## config.mk

```make
export PLATFORM = sky130hd
export DESIGN_NAME = dance_sequencer
export DESIGN_NICKNAME = d
export VERILOG_FILES = /design/src/rtl/dance_pkg.sv /design/src/rtl/dance_tick_gen.sv /design/src/rtl/dance_sequencer.sv
export SDC_FILE = /design/constraint.sdc
export NUM_CORES = 1
export LEC_CHECK = 0
export ABC_AREA = 1
export ABC_CLOCK_PERIOD_IN_PS = 2000
export CORE_ASPECT_RATIO = 0.8
export CORE_MARGIN = 4
export CORE_UTILIZATION = 45
export DETAILED_ROUTE_END_ITERATION = 7
export PLACE_DENSITY = 0.7
export SETUP_SLACK_MARGIN = 0.15
export SYNTH_ARGS = -nofsm -noshare
export SYNTH_HDL_FRONTEND = slang
export SYNTH_SLANG_ARGS = --single-unit
```

## constraint.sdc

```tcl
create_clock -name Clock -period 2 [get_ports Clock]
set_clock_uncertainty 0.2 [all_clocks]
set_input_delay 0.4 -clock Clock [delete_from_list [all_inputs] [get_ports Clock]]
set_output_delay 0.4 -clock Clock [all_outputs]
set_load 0.05 [all_outputs]
```

## src/rtl/dance_pkg.sv

```systemverilog
// Shared encodings and helpers for the LED dance controller and its datapath.
package dance_pkg;

  localparam logic [1:0] MODE_NONE       = 2'd0;
  localparam logic [1:0] MODE_SHIFT_UP   = 2'd1;
  localparam logic [1:0] MODE_SHIFT_DOWN = 2'd2;
  localparam logic [1:0] MODE_BOUNCE     = 2'd3;

  localparam logic [1:0] StIdle  = 2'd0;
  localparam logic [1:0] StClear = 2'd1;
  localparam logic [1:0] StRun   = 2'd2;

  localparam int unsigned DefaultNumLeds = 18;

  // Bounce visits both ends once per lap, so it never repeats an end LED.
  function automatic int unsigned lap_len(input logic [1:0] mode, input int unsigned num_leds);
    return (mode == MODE_BOUNCE) ? 2 * (num_leds - 1) : num_leds;
  endfunction

  function automatic logic [1:0] next_auto_mode(input logic [1:0] mode);
    logic [1:0] nxt;
    case (mode)
      MODE_SHIFT_UP:   nxt = MODE_SHIFT_DOWN;
      MODE_SHIFT_DOWN: nxt = MODE_BOUNCE;
      default:         nxt = MODE_SHIFT_UP;
    endcase
    return nxt;
  endfunction

endpackage

```

## src/rtl/dance_tick_gen.sv

```systemverilog
// Free-running prescaler with synchronous zero and a terminal-count flag,
// usable by any slow-display block that needs a divided step strobe.
module dance_tick_gen #(
  parameter int unsigned TickDiv = 4
) (
  input  logic clk_i,
  input  logic rst_i,
  input  logic zero_i,
  input  logic en_i,
  output logic tc_o
);

  localparam int unsigned CntW = (TickDiv > 1) ? $clog2(TickDiv) : 1;
  localparam logic [CntW-1:0] CntMax = CntW'(TickDiv - 1);

  logic [CntW-1:0] cnt_q, cnt_d;

  always_comb begin
    cnt_d = cnt_q;
    if (zero_i) begin
      cnt_d = '0;
    end else if (en_i) begin
      cnt_d = (cnt_q == CntMax) ? '0 : cnt_q + CntW'(1);
    end
  end

  always_ff @(posedge clk_i) begin
    if (rst_i) begin
      cnt_q <= '0;
    end else begin
      cnt_q <= cnt_d;
    end
  end

  assign tc_o = (cnt_q == CntMax);

endmodule

```

## src/rtl/dance_sequencer.sv

```systemverilog
// Mode arbitration, auto playlist and step/clear strobes for the 18-LED dance datapath.
module dance_sequencer
  import dance_pkg::*;
#(
  parameter int unsigned TICK_DIV      = 16777216,
  parameter int unsigned NUM_LEDS      = DefaultNumLeds,
  parameter int unsigned LAPS_PER_MODE = 2
) (
  input  logic                                   Clock,
  input  logic                                   Reset,
  input  logic [3:0]                             SW,
  output logic [1:0]                             mode,
  output logic                                   step,
  output logic                                   clear,
  output logic                                   busy,
  output logic [$clog2(LAPS_PER_MODE + 1)-1:0]   lap_count,
  output logic [$clog2(2 * NUM_LEDS)-1:0]        step_count
);

  localparam int unsigned LapW  = $clog2(LAPS_PER_MODE + 1);
  localparam int unsigned StepW = $clog2(2 * NUM_LEDS);
  localparam logic [LapW-1:0] LapMax = LapW'(LAPS_PER_MODE);

  logic [1:0]       state_q, state_d;
  logic [1:0]       mode_q, mode_d;
  logic [1:0]       auto_mode_q, auto_mode_d;
  logic [LapW-1:0]  lap_count_q, lap_count_d;
  logic [StepW-1:0] step_count_q, step_count_d;
  logic             clear_q, busy_q;

  logic [1:0]       req;
  logic             mode_change;
  logic             tick_tc;
  logic             tick_zero;
  logic             tick_en;
  logic [StepW-1:0] lap_last;

  always_comb begin
    req = MODE_NONE;
    if (SW[3]) begin
      req = auto_mode_q;
    end else if (SW[0]) begin
      req = MODE_SHIFT_UP;
    end else if (SW[1]) begin
      req = MODE_SHIFT_DOWN;
    end else if (SW[2]) begin
      req = MODE_BOUNCE;
    end
  end

  assign mode_change = (req != mode_q);
  assign tick_zero   = (state_q == StClear);
  assign tick_en     = (state_q == StRun);
  assign lap_last    = StepW'(lap_len(mode_q, NUM_LEDS) - 1);

  dance_tick_gen #(
    .TickDiv (TICK_DIV)
  ) u_tick_gen (
    .clk_i  (Clock),
    .rst_i  (Reset),
    .zero_i (tick_zero),
    .en_i   (tick_en),
    .tc_o   (tick_tc)
  );

  // A pending mode change suppresses the step so the old pattern never advances
  // in the same cycle that the new one is latched.
  assign step = (state_q == StRun) && tick_tc && !mode_change;

  always_comb begin
    state_d      = state_q;
    mode_d       = mode_q;
    auto_mode_d  = auto_mode_q;
    lap_count_d  = lap_count_q;
    step_count_d = step_count_q;

    case (state_q)
      StIdle: begin
        if (mode_change) begin
          mode_d  = req;
          state_d = StClear;
        end
      end
      StClear: begin
        lap_count_d  = '0;
        step_count_d = '0;
        state_d      = (mode_q != MODE_NONE) ? StRun : StIdle;
      end
      StRun: begin
        if (mode_change) begin
          mode_d  = req;
          state_d = StClear;
        end else if (step) begin
          if (step_count_q == lap_last) begin
            step_count_d = '0;
            if (lap_count_q != LapMax) begin
              lap_count_d = lap_count_q + LapW'(1);
            end
            if (SW[3] && (lap_count_q == LapMax - LapW'(1))) begin
              auto_mode_d = next_auto_mode(auto_mode_q);
            end
          end else begin
            step_count_d = step_count_q + StepW'(1);
          end
        end
      end
      default: begin
        state_d = StIdle;
        mode_d  = MODE_NONE;
      end
    endcase
  end

  always_ff @(posedge Clock) begin
    if (Reset) begin
      state_q      <= StIdle;
      mode_q       <= MODE_NONE;
      auto_mode_q  <= MODE_SHIFT_UP;
      lap_count_q  <= '0;
      step_count_q <= '0;
      clear_q      <= 1'b0;
      busy_q       <= 1'b0;
    end else begin
      state_q      <= state_d;
      mode_q       <= mode_d;
      auto_mode_q  <= auto_mode_d;
      lap_count_q  <= lap_count_d;
      step_count_q <= step_count_d;
      clear_q      <= (state_d == StClear);
      busy_q       <= (mode_d != MODE_NONE);
    end
  end

  assign mode       = mode_q;
  assign clear      = clear_q;
  assign busy       = busy_q;
  assign lap_count  = lap_count_q;
  assign step_count = step_count_q;

endmodule
```

; After elaboration in Yosys (flattened, before gate mapping)
; Cells that the tools add are included.
[word_totals]
in_bits = 6
elab_cells = 62
output_inout_bits = 13
register_bits = 40
[classes]
reduce_logical = 13
n_eq_ne = 15
add_sub_neg = 4
muxes = 21
n_bitwise = 1
[ops]
columns = op, n
row1 = "24-bit by 1-bit adder with 24-bit output, second input constant", 1
row2 = "24-bit == test, second input constant", 1
row3 = 24-bit two-way mux, 1
row4 = 6-bit two-way mux, 4
row5 = 2-bit two-way mux, 11
row6 = 2-bit one-hot mux with 2 select lines, 4
row7 = 6-bit one-hot mux with 2 select lines, 1
row8 = 5-bit AND reduction, 2
row9 = "2-bit by 1-bit == test with 1-bit output, second input constant", 4
row10 = "6-bit by 1-bit adder with 6-bit output, second input constant", 1
row11 = "2-bit == test, second input constant", 3
row12 = 6-bit == test, 1
row13 = "2-bit inequality test, second input constant", 3
row14 = 2-bit nonzero test, 3
row15 = "6-bit by 1-bit subtractor with 6-bit output, second input constant", 1
row16 = "2-bit by 1-bit inequality test with 1-bit output, second input constant", 2
row17 = 2-bit OR reduction, 2
row18 = 1-bit logical AND, 3
row19 = 3-bit AND reduction, 1
row20 = "2-bit by 1-bit adder with 2-bit output, second input constant", 1
row21 = 2-bit logical NOT, 1
row22 = 2-bit inequality test, 1
row23 = 1-bit logical NOT, 1
row24 = 1-bit inverter, 1

; Depth between registers and ports, before layout
; Gate-level depths: netlist of the first run.
[depth]
word_depth = 10
ltp_mapped = 11

; Hierarchy
; A second synthesis of the first run with hierarchy kept.
[hier_totals]
cells_unflattened = 356
hier_area_um2 = 2409.8
[modules_own_cells]
columns = module, cells_each, seq_area_each_um2, instances, area_per_inst_um2
row1 = dance_tick_gen, 217, 480.5, 1, 1458.9
row2 = dance_sequencer, 139, 320.3, 1, 950.9

; Worst setup path after synthesis of the first run
; No wires, ideal clock.
[synth_timing]
path_kind = register to output
start = register u_tick_gen.cnt_q[0]
end = output step
path_buffers = 0
stages_incl_launch_ff = 8
arrival_time_ns = 1.403
path_slack_ns = -0.003
path_cell_list = dfxtp_1 ha_1 inv_1 nor2_1 nand3_2 nor2_4 nand4_4 inv_2
[synth_between]
elab_chain_cells = 3
[synth_rtl]
columns = element, line_no
row1 = start: declaration, dance_tick_gen.sv:16  ; logic [CntW-1:0] cnt_q, cnt_d;
row2 = start signal: assignment, dance_tick_gen.sv:31  ; cnt_q <= cnt_d;
row3 = 24-bit == test, dance_tick_gen.sv:35  ; assign tc_o = (cnt_q == CntMax);
row4 = 1-bit logical AND (2 in series), dance_sequencer.sv:68  ; assign step = (state_q == StRun) && tick_tc && !mode_change;
row5 = end: declaration, dance_sequencer.sv:13  ; output logic step,
; Every way passes these cells.

; Worst setup path after layout of the first run
; Same ends and word-level chain as after synthesis.

==> out/summary.txt, run 1 <==
Slowest cell on crit path - dfxtp_2
Max incr delay on CP - 360 ps
Final setup viols - 1
Num CTS Buffers - 5
Fillers - 374
CTS tree - built
Crit share post-route - 1.056
Most frequent cells after synthesis - nand2_1 (56), nor2_1 (41), dfxtp_1 (40), inv_1 (30), nand3_1 (25)
Post-synth EDFFs - 0
Hpwl dp - 3757 um
Area Growth Syn to Fin - 40.72%
Sequential element share of the synthesized area - 0.3556
DP Area - 2678 sq um
# diodes - 0
Layer with the highest usage - met2
Cell variety after synth - 41
Worst EP arrival - 1510 ps
Max-slew headroom - 0.6318
Synth Register Bits - 40
Critical path endpoint category - primary output
# DRC - 0
Hold Vio Cnt, Final - 0
Port Buf Inserts - 18
FFs w/ async S/R, synth - 0
Avg Cell Area, Syn - 7.558 sq um
Power Density - 538.2 nW/um^2
Total negative setup slack - -112.1 ps
WHS - 286.4 ps
M3 GR Usage - 0.04598
DR pass1 iterations - 5
Clock Path Buffers - 2
Starting Density - 0.4785
Status - complete, but fails checks
Startpoint Class - register
Grt total ovfl - 0
Final Instance Area - 3169 sq um
Synth Warn # - 0
Nets - 379
FMAX - 473.5 MHz
Core ar. - 4707 sq um
Synth top area share - 0.3556
Yosys top cell by area - dfxtp_1
Routed vias/inst - 5.016
Top cells by area, synth - dfxtp_1 (36%), nand2_1 (9.3%), nor2_1 (6.8%), nand3_1 (5.6%), inv_1 (5.0%)
Worst min-delay path class - register to register
Clock Tree Root - clkbuf_8
RSZ-0062 raised after global routing - yes
Worst slew pin tran - 547.3 ps
Design Power - 1.706 mW
Num rows - 22
M2 GR Usage - 0.2654
Netlist Area Pre-Place - 2252 sq um
Worst VDD drop - 0.4020 mV
Lkg Pwr - 1.265 nW
Fin worst setup slack - -112.1 ps
I/O pin cnt - 19
Die area - 6208 sq um
Critical path fanouts, max - 2
Largest net degree at the start of global routing - 14
Initial DRC Count - 108
Die Height - 71.28 um
Synth Net Count - 310
H-tree depth - 2
Pins Over Slew Limit - 0
Mapped Cells - 298
Worst Path Class, Setup - register to primary output
Clock transition at the registers of the reported paths - 80 ps
Clock sinks - 40
Most common cell in the netlist - nand2_1
Routability congestion estimate - 0.8700
Pre-CTS WS - -316.7 ps
First-pass GRT wire length - 9004 um
Gr usage total - 0.1794
Worst-skew pair later-pin latency - 300 ps
Wire per inst - 13.05 um
Vias in the first global route - 1997
Die Wd - 87.10 um
Vias - 2147
Met1 GRT Util - 0.2544
MaxCap Viol Count - 0
Crit-path cells - ha_4 -> inv_2 -> nor2_2 -> nand3_2 -> nor2_4 -> nand4_4 -> inv_8 -> buf_12
ANT nets after route - 0
Ys flop type - dfxtp_1
Initial antenna violation count - 0
Post-Route WL - 5586 um
Final Critical Period - 2112 ps
Critical Path RT - 1400 ps
Failing checks - negative setup slack
Share of layout cells above drive strength 1 - 0.4484
[final cells by class]
type                       count  area [sq um]  area share
inverter                      34         135.1     0.04264
clock buffer                   6         82.58     0.02606
multi-input combinational    221          1483      0.4678
clock inverter                 2         15.01    0.004737
sequential                    40         824.5      0.2602
tap                           60         75.07     0.02369
timing repair buffer          65         554.3      0.1749
[what timing repair did]
action | in CTS | in global routing
resized for setup | 33 | 49
setup buffers | 13 | 7
pin swaps | 14 | 17
endpoints found under the setup margin | 10 | 26
hold buffers | 0 | 0
gates cloned | 0 | 1
[layout by cell type, fill, tap and decap left out, drive strengths merged, types with 2 or more instances in the layout]
master    Yosys  routed
a21oi        16      16
buf           2      62
clkbuf        2       6
clkinvlp      0       2
dfxtp        40      40
ha            6       6
inv          34      34
nand2        63      64
nand3        29      29
nand4         4       4
nor2         53      53
nor3         11      11
nor3b         4       4
nor4          2       2
o21ai         6       6
o21bai        2       2
o22ai         2       2
or2           4       4
xnor2         5       5
xor2          9       9
[where the power goes]
part	internal, mW	leakage [nW]	switching, mW
sequential	0.813	0.333	0.0157
clock	0.280	0.0434	0.313
combinational	0.106	0.889	0.178
total	1.20	1.27	0.507
[path summary, 6_finish.rpt]
kind | slack, ps | start | endpoint | cells past startpoint
setup / recovery | -110 | u_tick_gen.cnt_q[0] | step | 8
hold / removal | 290 | auto_mode_q[0] | auto_mode_q[0] | 2
setup reg to reg | 50 | u_tick_gen.cnt_q[0] | u_tick_gen.cnt_q[15] | 11
hold reg to reg | 290 | auto_mode_q[0] | auto_mode_q[0] | 2
[stage by stage]
step,utilization,instances
2_1_floorplan,-,298
5_1_grt,0.6733,428
6_report,0.6733,428
3_5_place_dp,0.5688,399
4_1_cts,0.6255,420
3_3_place_gp,0.5688,399
[cells by family (layout without fill, tap and decap cells)]
group | after synthesis | count (layout) | share of synthesized area
adders and majority gates | 6 | 6 | 0.03333
buffers and inverters | 38 | 107 | 0.06722
DFF | 40 | 40 | 0.3556
and+or+nand+nor | 172 | 173 | 0.4167
AOI/OAI and AO/OA | 28 | 28 | 0.07278
xor gates and xnor gates | 14 | 14 | 0.05445
[per-layer routing]
metal	part of all wire	routed length, um
met5	0	0
met4	0.012	68
met3	0.055	310
met2	0.44	2484
met1	0.49	2722
[registers in the layout, indices dropped and copies added, names as in the netlist]
register	flops
clear	1
u_tick_gen.cnt_q	24
busy	1
step_count	6
state_q	2
lap_count	2
mode	2
auto_mode_q	2
[worst max-delay path: cells and delay by family (launching register included)]
kind	cells	cell delay, ps
AND/OR/NAND/NOR	4	470
flip-flops	1	360
buffers and inverters	3	230
adder cells (fa/ha/maj)	1	140
No activity file was read; power rests on OpenSTA's default activity.
==> run 2, diff against run 1 <==
--- a/config.mk
+++ b/config.mk
@@ -7,9 +7,11 @@
 export LEC_CHECK = 0
 export ABC_AREA = 1
 export ABC_CLOCK_PERIOD_IN_PS = 2000
+export CAP_MARGIN = 10
 export CORE_ASPECT_RATIO = 0.8
 export CORE_MARGIN = 4
 export CORE_UTILIZATION = 45
+export CTS_CLUSTER_SIZE = 8
 export DETAILED_ROUTE_END_ITERATION = 7
 export PLACE_DENSITY = 0.7
 export SETUP_SLACK_MARGIN = 0.15
==> results of run 2 <==
Final layout, timing and power as in run 1 (identical DEF).
==> run 3, diff against run 2 <==
--- a/config.mk
+++ b/config.mk
@@ -18,3 +18,4 @@
 export SYNTH_ARGS = -nofsm -noshare
 export SYNTH_HDL_FRONTEND = slang
 export SYNTH_SLANG_ARGS = --single-unit
+export TNS_END_PERCENT = 1
==> run 3 against run 2 <==
Compared with the run above: the flow still finishes with violations (negative setup slack); die area is the same; clock power shrank 2%; highest routed layer unchanged; register-to-register slack gained 50 ps; clock-buffer cell count is the same; largest cell class unchanged; first-iteration DRC count shrank 31%; utilization shrank 2.0 points; final cell count shrank 1.6%.
==> out/summary.txt, run 3 (same netlist as run 1, synthesis figures left out) <==
Fillers - 387
Hpwl dp - 3757 um
Clock Path Buffers - 2
Vias in the first global route - 1974
Sw Share - 0.2903
Hold buffers post-CTS - 0
Gr usage total - 0.1780
Cell count of the worst hold path - 2
Worst EP arrival - 1520 ps
Comb pwr share - 0.158
Grt total ovfl - 0
Footprint of the multi-input gates - 1453 sq um
# diodes - 0
MaxCap Viol Count - 0
Status - complete, but fails checks
Post-Route WL - 5239 um
Reg2reg path depth - 10
Final core utilization - 0.6531
Top reg by flops - u_tick_gen.cnt_q
Initial DRC Count - 75
First-pass GRT wire length - 8921 um
Final cell count without fillers - 421
I/O pin cnt - 19
Register area - 824.5 sq um
Num CTS Buffers - 5
Num rows - 22
Die Height - 71.28 um
Clock Tree Root - clkbuf_8
Routability congestion estimate - 0.8700
Reg-to-reg slack, setup - 100 ps
Wire per inst - 12.44 um
H-tree depth - 2
Worst min-delay path class - register to register
Clk network pwr share - 0.348
Total negative setup slack - -116.6 ps
Pins Over Slew Limit - 0
WHS - 286.5 ps
Initial antenna violation count - 0
Worst Path Class, Setup - register to primary output
Critical path fanouts, max - 8
Critical Path RT - 1400 ps
Inst Count DP - 399
# DRC - 0
Power Density - 545.9 nW/um^2
Final setup viols - 1
Lkg Pwr - 1.223 nW
RSZ-0062 raised after global routing - yes
Failing checks - negative setup slack
Worst-skew pair later-pin latency - 300 ps
Die area - 6208 sq um
Port Buf Inserts - 18
Startpoint Class - register
Max-slew headroom - 0.6280
Max reg flops - 24
Reg power frac - 0.494
Starting Density - 0.4785
CTS tree - built
Hold Vio Cnt, Final - 0
Worst slew pin tran - 553.0 ps
Clock sinks - 40
Crit share post-route - 1.058
Nets - 372
FMAX - 472.4 MHz
Final Critical Period - 2117 ps
Core ar. - 4707 sq um
Commonest non-fill, non-tap cell in the layout - nand2_1
Largest net degree at the start of global routing - 14
Fin worst setup slack - -116.6 ps
Share of layout cells above drive strength 1 - 0.4266
DR pass1 iterations - 4
Die Wd - 87.10 um
Clock transition at the registers of the reported paths - 80 ps
Pint - 1.191 mW
Routed vias/inst - 4.998
Most frequent cells in the layout - nand2_1 (48), buf_4 (46), nor2_1 (36)
Worst VDD drop - 0.4417 mV
ANT nets after route - 0
Design Power - 1.678 mW
Critical path endpoint category - primary output
Area Growth Syn to Fin - 36.50%
Sw Pwr - 0.4872 mW
Vias - 2104
==> run 3: changes by cell type in the layout (fill, tap and decap cells not counted), sizes merged <==
cell           before  now
clkdlybuf4s15       1    2
nand2              64   63
buf                62   55
==> run 3: layer usage <==
layer	global-route usage	share of wire	up-vias
li1	-	-	1084
met1	0.2544	0.50	966
met2	0.2620	0.43	45
met3	0.04598	0.048	9
met4	0.05622	0.018	0
met5	0	0	-
==> run 3: area by class of cell <==
type,instances,area share
multi-input cells,220,0.4725
flip-flops and latches,40,0.2682
repair buffers,59,0.1591
well taps,60,0.02442
clock buffers,6,0.02686
inverters,34,0.04396
clock inverters,2,0.004884
==> run 3: worst max-delay path: stages, from the launching register on <==
cell and delay [ps]:
dfxtp_1 410, inv_2 70, nor2_4 160, buf_4 220, nand4_4 150, inv_8 80
buf_12 120
==> run 3: final timing paths <==
path                        from                    to
max                   state_q[1]                  step
min               auto_mode_q[0]        auto_mode_q[0]
max reg2reg  u_tick_gen.cnt_q[0]  u_tick_gen.cnt_q[20]
min reg2reg       auto_mode_q[0]        auto_mode_q[0]
==> run 3: stage by stage <==
| step | setup WS, ps | cell area [sq um] |
|---|---|---|
| 5_1_grt | -188.8 | 3074 |
| 6_report | -116.6 | 3074 |
| 3_3_place_gp | -266.7 | 2678 |
| 2_1_floorplan | 99.92 | 2263 |
| 4_1_cts | -148.7 | 2937 |
| 3_5_place_dp | -316.7 | 2678 |
==> run 3: timing repair <==
action	4_1_cts	5_1_grt
buffers inserted	12	2
pin swaps	21	20
resized for setup	33	36
setup endpoints to repair	10	26
==> run 3: power by group through the flow <==
stage / registers [mW] / clock network, mW / logic, mW
finish: 0.829 / 0.584 / 0.265
global route: 0.832 / 0.635 / 0.287
CTS: 0.829 / 0.597 / 0.254
detailed placement: 0.847 / 0 / 0.232
global placement: 0.846 / 0 / 0.229
floorplan: 0.893 / 0 / 0.102
==> variant 1: new RTL, settings of run 2 <==
Put one more register stage on the output `lap_count`, with the module's reset. The value now appears one clock later. The other outputs are not delayed to match.
--- a/src/rtl/dance_sequencer.sv
+++ b/src/rtl/dance_sequencer.sv
@@ -135,5 +135,11 @@
   assign clear      = clear_q;
   assign busy       = busy_q;
-  assign lap_count  = lap_count_q;
+  always_ff @(posedge Clock) begin
+    if (Reset) begin
+      lap_count <= '0;
+    end else begin
+      lap_count <= lap_count_q;
+    end
+  end
   assign step_count = step_count_q;
 
Function: same outputs for any inputs over 10 cycles, from zero or initial values and one cycle with Reset high; that may be too few to reach the edited logic, so the function may still have changed.
==> variant 1 against run 2 <==
The flow still finishes with violations (negative setup slack). Worst setup slack worse by 0.0072 ns. Synthesized area is 0.72% lower. Highest routed layer unchanged. Synthesized cell count is 4.7% higher. Register-to-register slack better by 0.08 ns. Power is 6.4% higher. Sequential share of layout area is 3.0 points higher. Cell count is 0.23% higher. First-iteration DRC count up 71%. Maximum frequency down 0.34%. Largest power group unchanged. Cell area is 6.3% lower. Sequential cell count up 2. Wire length is 0.72% higher. Via count shrank 1.5%.
==> variant 1: results (changes against run 2) <==
[logic_synthesis]
synth.area.top_cells=dfxtp_1 (38%), nand2_1 (11%), nor2_1 (8.2%), inv_1 (6.2%), nand3_1 (3.8%)
synth_fa_ha_area_frac=0.0336  ; +0.000242
synth_cell_types=35  ; -15%
syn_inst=312  ; +4.7%
synth_compound_area_frac=0.0901  ; +0.0173
synthTopCellsByCount=nand2_1 (66), nor2_1 (49), dfxtp_1 (42)
async_flop_share=0  ; unchanged
synth_xor_area_frac=0.0509  ; -0.00352
synth_fp_nets=324  ; +4.5%
ys_seq_area_frac=0.376  ; +0.0205

[power_and_ir_drop]
leakagePower_nw=1.16  ; -8.0%
internal_power_mw=1.27  ; +5.8%
peakVddDrop_v=0.000433  ; +7.7%
pg_comb_mw=0.342  ; +20%
p_clk_frac=0.319  ; -0.029
p_clk_mw=0.579  ; -2%

[placed_design]
placed_cell_area_um2=2590  ; -3.1%
dp.cells=405  ; +1.5%
globalplace.congestion=0.853  ; -1.9%
dp_slack_ns=-0.336  ; -0.0190 ns
dp_hpwl_um=3740  ; -0.35%

[final_layout]
fill_cells=390  ; +4.3%
diodes=0  ; unchanged
fin_nets=380  ; +0.26%
drive_gt1_frac=0.322  ; -0.126

[clock_network]
cts_buffers=5  ; unchanged
htreeDepth=2  ; unchanged

[route]
routed_via_density=4.93  ; -1.8%
initialDrtViolationCount=185  ; +71%
wirelength_um=5630  ; +0.72%
dr.pass1.iters=4  ; -1
wire_per_inst_um=13.1  ; +0.48%

[setup_path]
slowest_stage=dfxtp_4
crit_fanout=5  ; +3
critPathMaxStageDelay_ns=0.38  ; +0.02 ns

[run_status]
status=finished with violations
failed_checks=negative setup slack

[sta]
fin_setup_tns_ns=-0.119  ; -0.00716 ns
slew_headroom=0.707  ; +0.0757
fin_ws_ns=-0.119  ; -0.00716 ns
setup_violations=1  ; unchanged

[grt]
antenna_found_initial=0  ; unchanged
grt_pass1_wl_um=9660  ; +7.3%
grt_usage=0.197  ; +0.0171
first_global_vias=2048  ; +2.6%

variant 1: changes by cell type in the layout (fill, tap and decap cells not counted), moves of 6 or more:
cell     delta
nand2_1    +10
buf_4       -9
nor2_1      +9
dfxtp_1     +7
a21oi_2     -6
dfxtp_2     -6
nand3_1     -6
variant 1: area by class of cell:
class                   instances  area (um2)  area share
clock buffers                   6        82.6      0.0278
clock inverters                 2        12.5     0.00421
inverters                      40         154      0.0518
multi-input cells             228        1350       0.456
flip-flops and latches         42         861       0.290
well taps                      60        75.1      0.0253
repair buffers                 51         432       0.145
variant 1: tightest hold or removal path, cell delays in order, from the launching register on:
cell,delay [ns]
dfxtp_1,0.34
inv_1,0.08
nor2_1,0.04
variant 1: final timing paths:
kind | startpoint | to | slack [ns] | cells past startpoint
setup / recovery | u_tick_gen.cnt_q[3] | step | -0.12 | 7
hold reg to reg | lap_count_q[1] | lap_count[1] | 0.29 | 2
setup reg to reg | u_tick_gen.cnt_q[1] | u_tick_gen.cnt_q[23] | 0.13 | 11
hold / removal | lap_count_q[1] | lap_count[1] | 0.29 | 2
variant 1: routing by layer:
layer / vias to the layer above / wire length [um] / global-route usage
met5: - / 0 / 0
met4: 0 / 95 / 0.0606
met3: 7 / 327 / 0.0536
met2: 51 / 2370 / 0.274
met1: 950 / 2840 / 0.291
li1: 1106 / - / -
variant 1: cells by family (layout without fill, tap and decap cells):
kind of cell / Yosys count / count (layout)
AOI/OAI and AO/OA: 35 / 35
and+or+nand+nor: 172 / 174
xor gates and xnor gates: 13 / 13
buffers and inverters: 44 / 99
DFF: 42 / 42
adders and majority gates: 6 / 6
variant 1: repair_timing:
item,in CTS,in global routing
gates cloned,1,1
gates resized for setup,33,27
pin swaps,17,10
setup buffers,12,2
hold buffers,0,0
setup endpoints to repair,21,25
==> variant 2: new RTL, settings of run 2 <==
Made on the original files. Set the parameter `TICK_DIV` to 33554432 (it was 16777216).
--- a/src/rtl/dance_sequencer.sv
+++ b/src/rtl/dance_sequencer.sv
@@ -3,5 +3,5 @@
   import dance_pkg::*;
 #(
-  parameter int unsigned TICK_DIV      = 16777216,
+  parameter int unsigned TICK_DIV      = 33554432,
   parameter int unsigned NUM_LEDS      = DefaultNumLeds,
   parameter int unsigned LAPS_PER_MODE = 2
Formal check against the unedited RTL: no difference found for any inputs over 10 cycles, from zero or initial values and one cycle with Reset high; that may be too few to reach the edited logic, so the function may still have changed.
==> variant 2 against run 2 <==
The run still ends with negative setup slack left. Wire length up 0.11%. Sequential share of layout area up 1.1 points. Cell area fell by 0.87%. Worst setup slack gained 0.0026 ns. Core utilization is 0.58 points lower. Clock power fell by 9.4%. Hold slack got worse by 0.014 ns. First-iteration DRC count is 25% higher. Sequential cell count increased by 1. Cell count rose by 4.0%. Power grew 1.2%. Synthesized area is 0.61% lower. Largest power group unchanged. Highest routed layer unchanged.
==> variant 2: results (changes against run 2) <==
[min_path]
holdCritStartpoint=u_tick_gen.cnt_q[5]
hold_end=u_tick_gen.cnt_q[5]
min_path_type=flip-flop to flip-flop

[final_layout]
largest_register_ffs=25  ; +4.2%
fill_cells=389  ; +4.0%
drive_gt1_frac=0.413  ; -0.0354
fin_nets=396  ; +4.5%
final_cells=445  ; +4.0%

[power_and_ir_drop]
leakagePower_nw=1.25  ; -0.97%
peakVddDrop_v=0.000291  ; -28%
switchingPower_mw=0.519  ; +2.4%

[grt]
first_global_vias=1911  ; -4.3%
grt_pass1_wl_um=8720  ; -3.1%
grt_usage=0.175  ; -0.00397
gr-usage-met3=0.0419  ; -0.00407
grt_max_degree=12  ; -2
grt_use_met1=0.272  ; +0.0172
grt_use_met2=0.238  ; -0.0270

[placed_design]
globalplace.congestion=0.826  ; -5.0%
dp_slack_ns=-0.371  ; -0.0541 ns
dp.cells=415  ; +4.0%
dp_hpwl_um=3790  ; +1.0%

[clock_network]
post_cts_resized=25  ; -24%
post_cts_buffers=10  ; -3

[run_status]
failed_checks=negative setup slack
status=finished with violations

[setup_path]
r2r-end=u_tick_gen.cnt_q[5]
path_delay_family=simple AND/OR/NAND/NOR gates
rr_startpoint=u_tick_gen.cnt_q[1]
startpoint=u_tick_gen.cnt_q[16]
rr_worst_depth=12  ; +1
critPathMaxStageDelay_ns=0.35
slowest_stage=dfxtp_4

[sta]
worst_pin_slew_ns=0.402  ; -0.145 ns
fin_ws_ns=-0.110  ; +0.00256 ns
setup_violations=1  ; unchanged
fin_setup_tns_ns=-0.110  ; +0.00256 ns

[logic_synthesis]
ys_seq_area_frac=0.367  ; +0.0111
syn_inst=320  ; +7.4%
synth.area.top_cells=dfxtp_1 (37%), nor2_1 (11%), nand2_1 (11%), inv_1 (5.9%), nand3_1 (4.7%)
synth_fp_nets=332  ; +7.1%
synthTopCellsByCount=nor2_1 (68), nand2_1 (65), dfxtp_1 (41)
synth_cell_types=34  ; -17%

[route]
vias=2229  ; +3.8%
wirelength_um=5590  ; +0.11%
dr.pass1.iters=4  ; -1
initialDrtViolationCount=135  ; +25%

-- variant 2: changes by cell type after synthesis, moves of 4 or more --
| cell | change |
|---|---|
| nand3_1 | -4 |
| nor2_1 | +27 |
| a21oi_1 | -4 |
| nand4_1 | +4 |
| inv_1 | +5 |
| nor2_2 | -4 |
| nand2_1 | +9 |
-- variant 2: routing by layer --
metal,vias to the layer above,wire length (um)
met4,0,50
met3,7,260
met2,42,2380
li1,1140,-
met1,1040,2900
met5,-,0
-- variant 2: cells by family after synthesis --
group	synth area share
XOR/XNOR	0.0626
AND/OR/NAND/NOR	0.396
buffers and inverters	0.0755
AO/OA/AOI/OAI	0.0654
flip-flops	0.367
adder cells (fa/ha/maj)	0.0335
-- variant 2: stage by stage --
step	power [mW]	cell area (um2)	hold slack [ns]	utilization
after global routing	1.80	3140	0.293	0.667
after floorplan	1.06	2280	0.255	-
after global placement	1.14	2640	0.275	0.561
after detailed placement	1.15	2640	0.284	0.561
after CTS	1.69	2860	0.274	0.607
final	1.73	3140	0.272	0.667
-- variant 2: power groups by stage --
stage	Combinational, mW	Clock (mW)	Sequential [mW]
after floorplan	0.120	0	0.942
after global placement	0.260	0	0.884
after detailed placement	0.262	0	0.883
after CTS	0.279	0.546	0.861
after global routing	0.356	0.576	0.866
final	0.327	0.537	0.863
-- variant 2: layout make-up --
| class | instances | area [um2] | share of cell area |
|---|---|---|---|
| clock buffers | 8 | 80.1 | 0.0255 |
| inverters | 36 | 138 | 0.0438 |
| repair buffers | 61 | 523 | 0.166 |
| well taps | 60 | 75.1 | 0.0239 |
| flip-flops and latches | 41 | 851 | 0.271 |
| multi-input cells | 239 | 1480 | 0.470 |
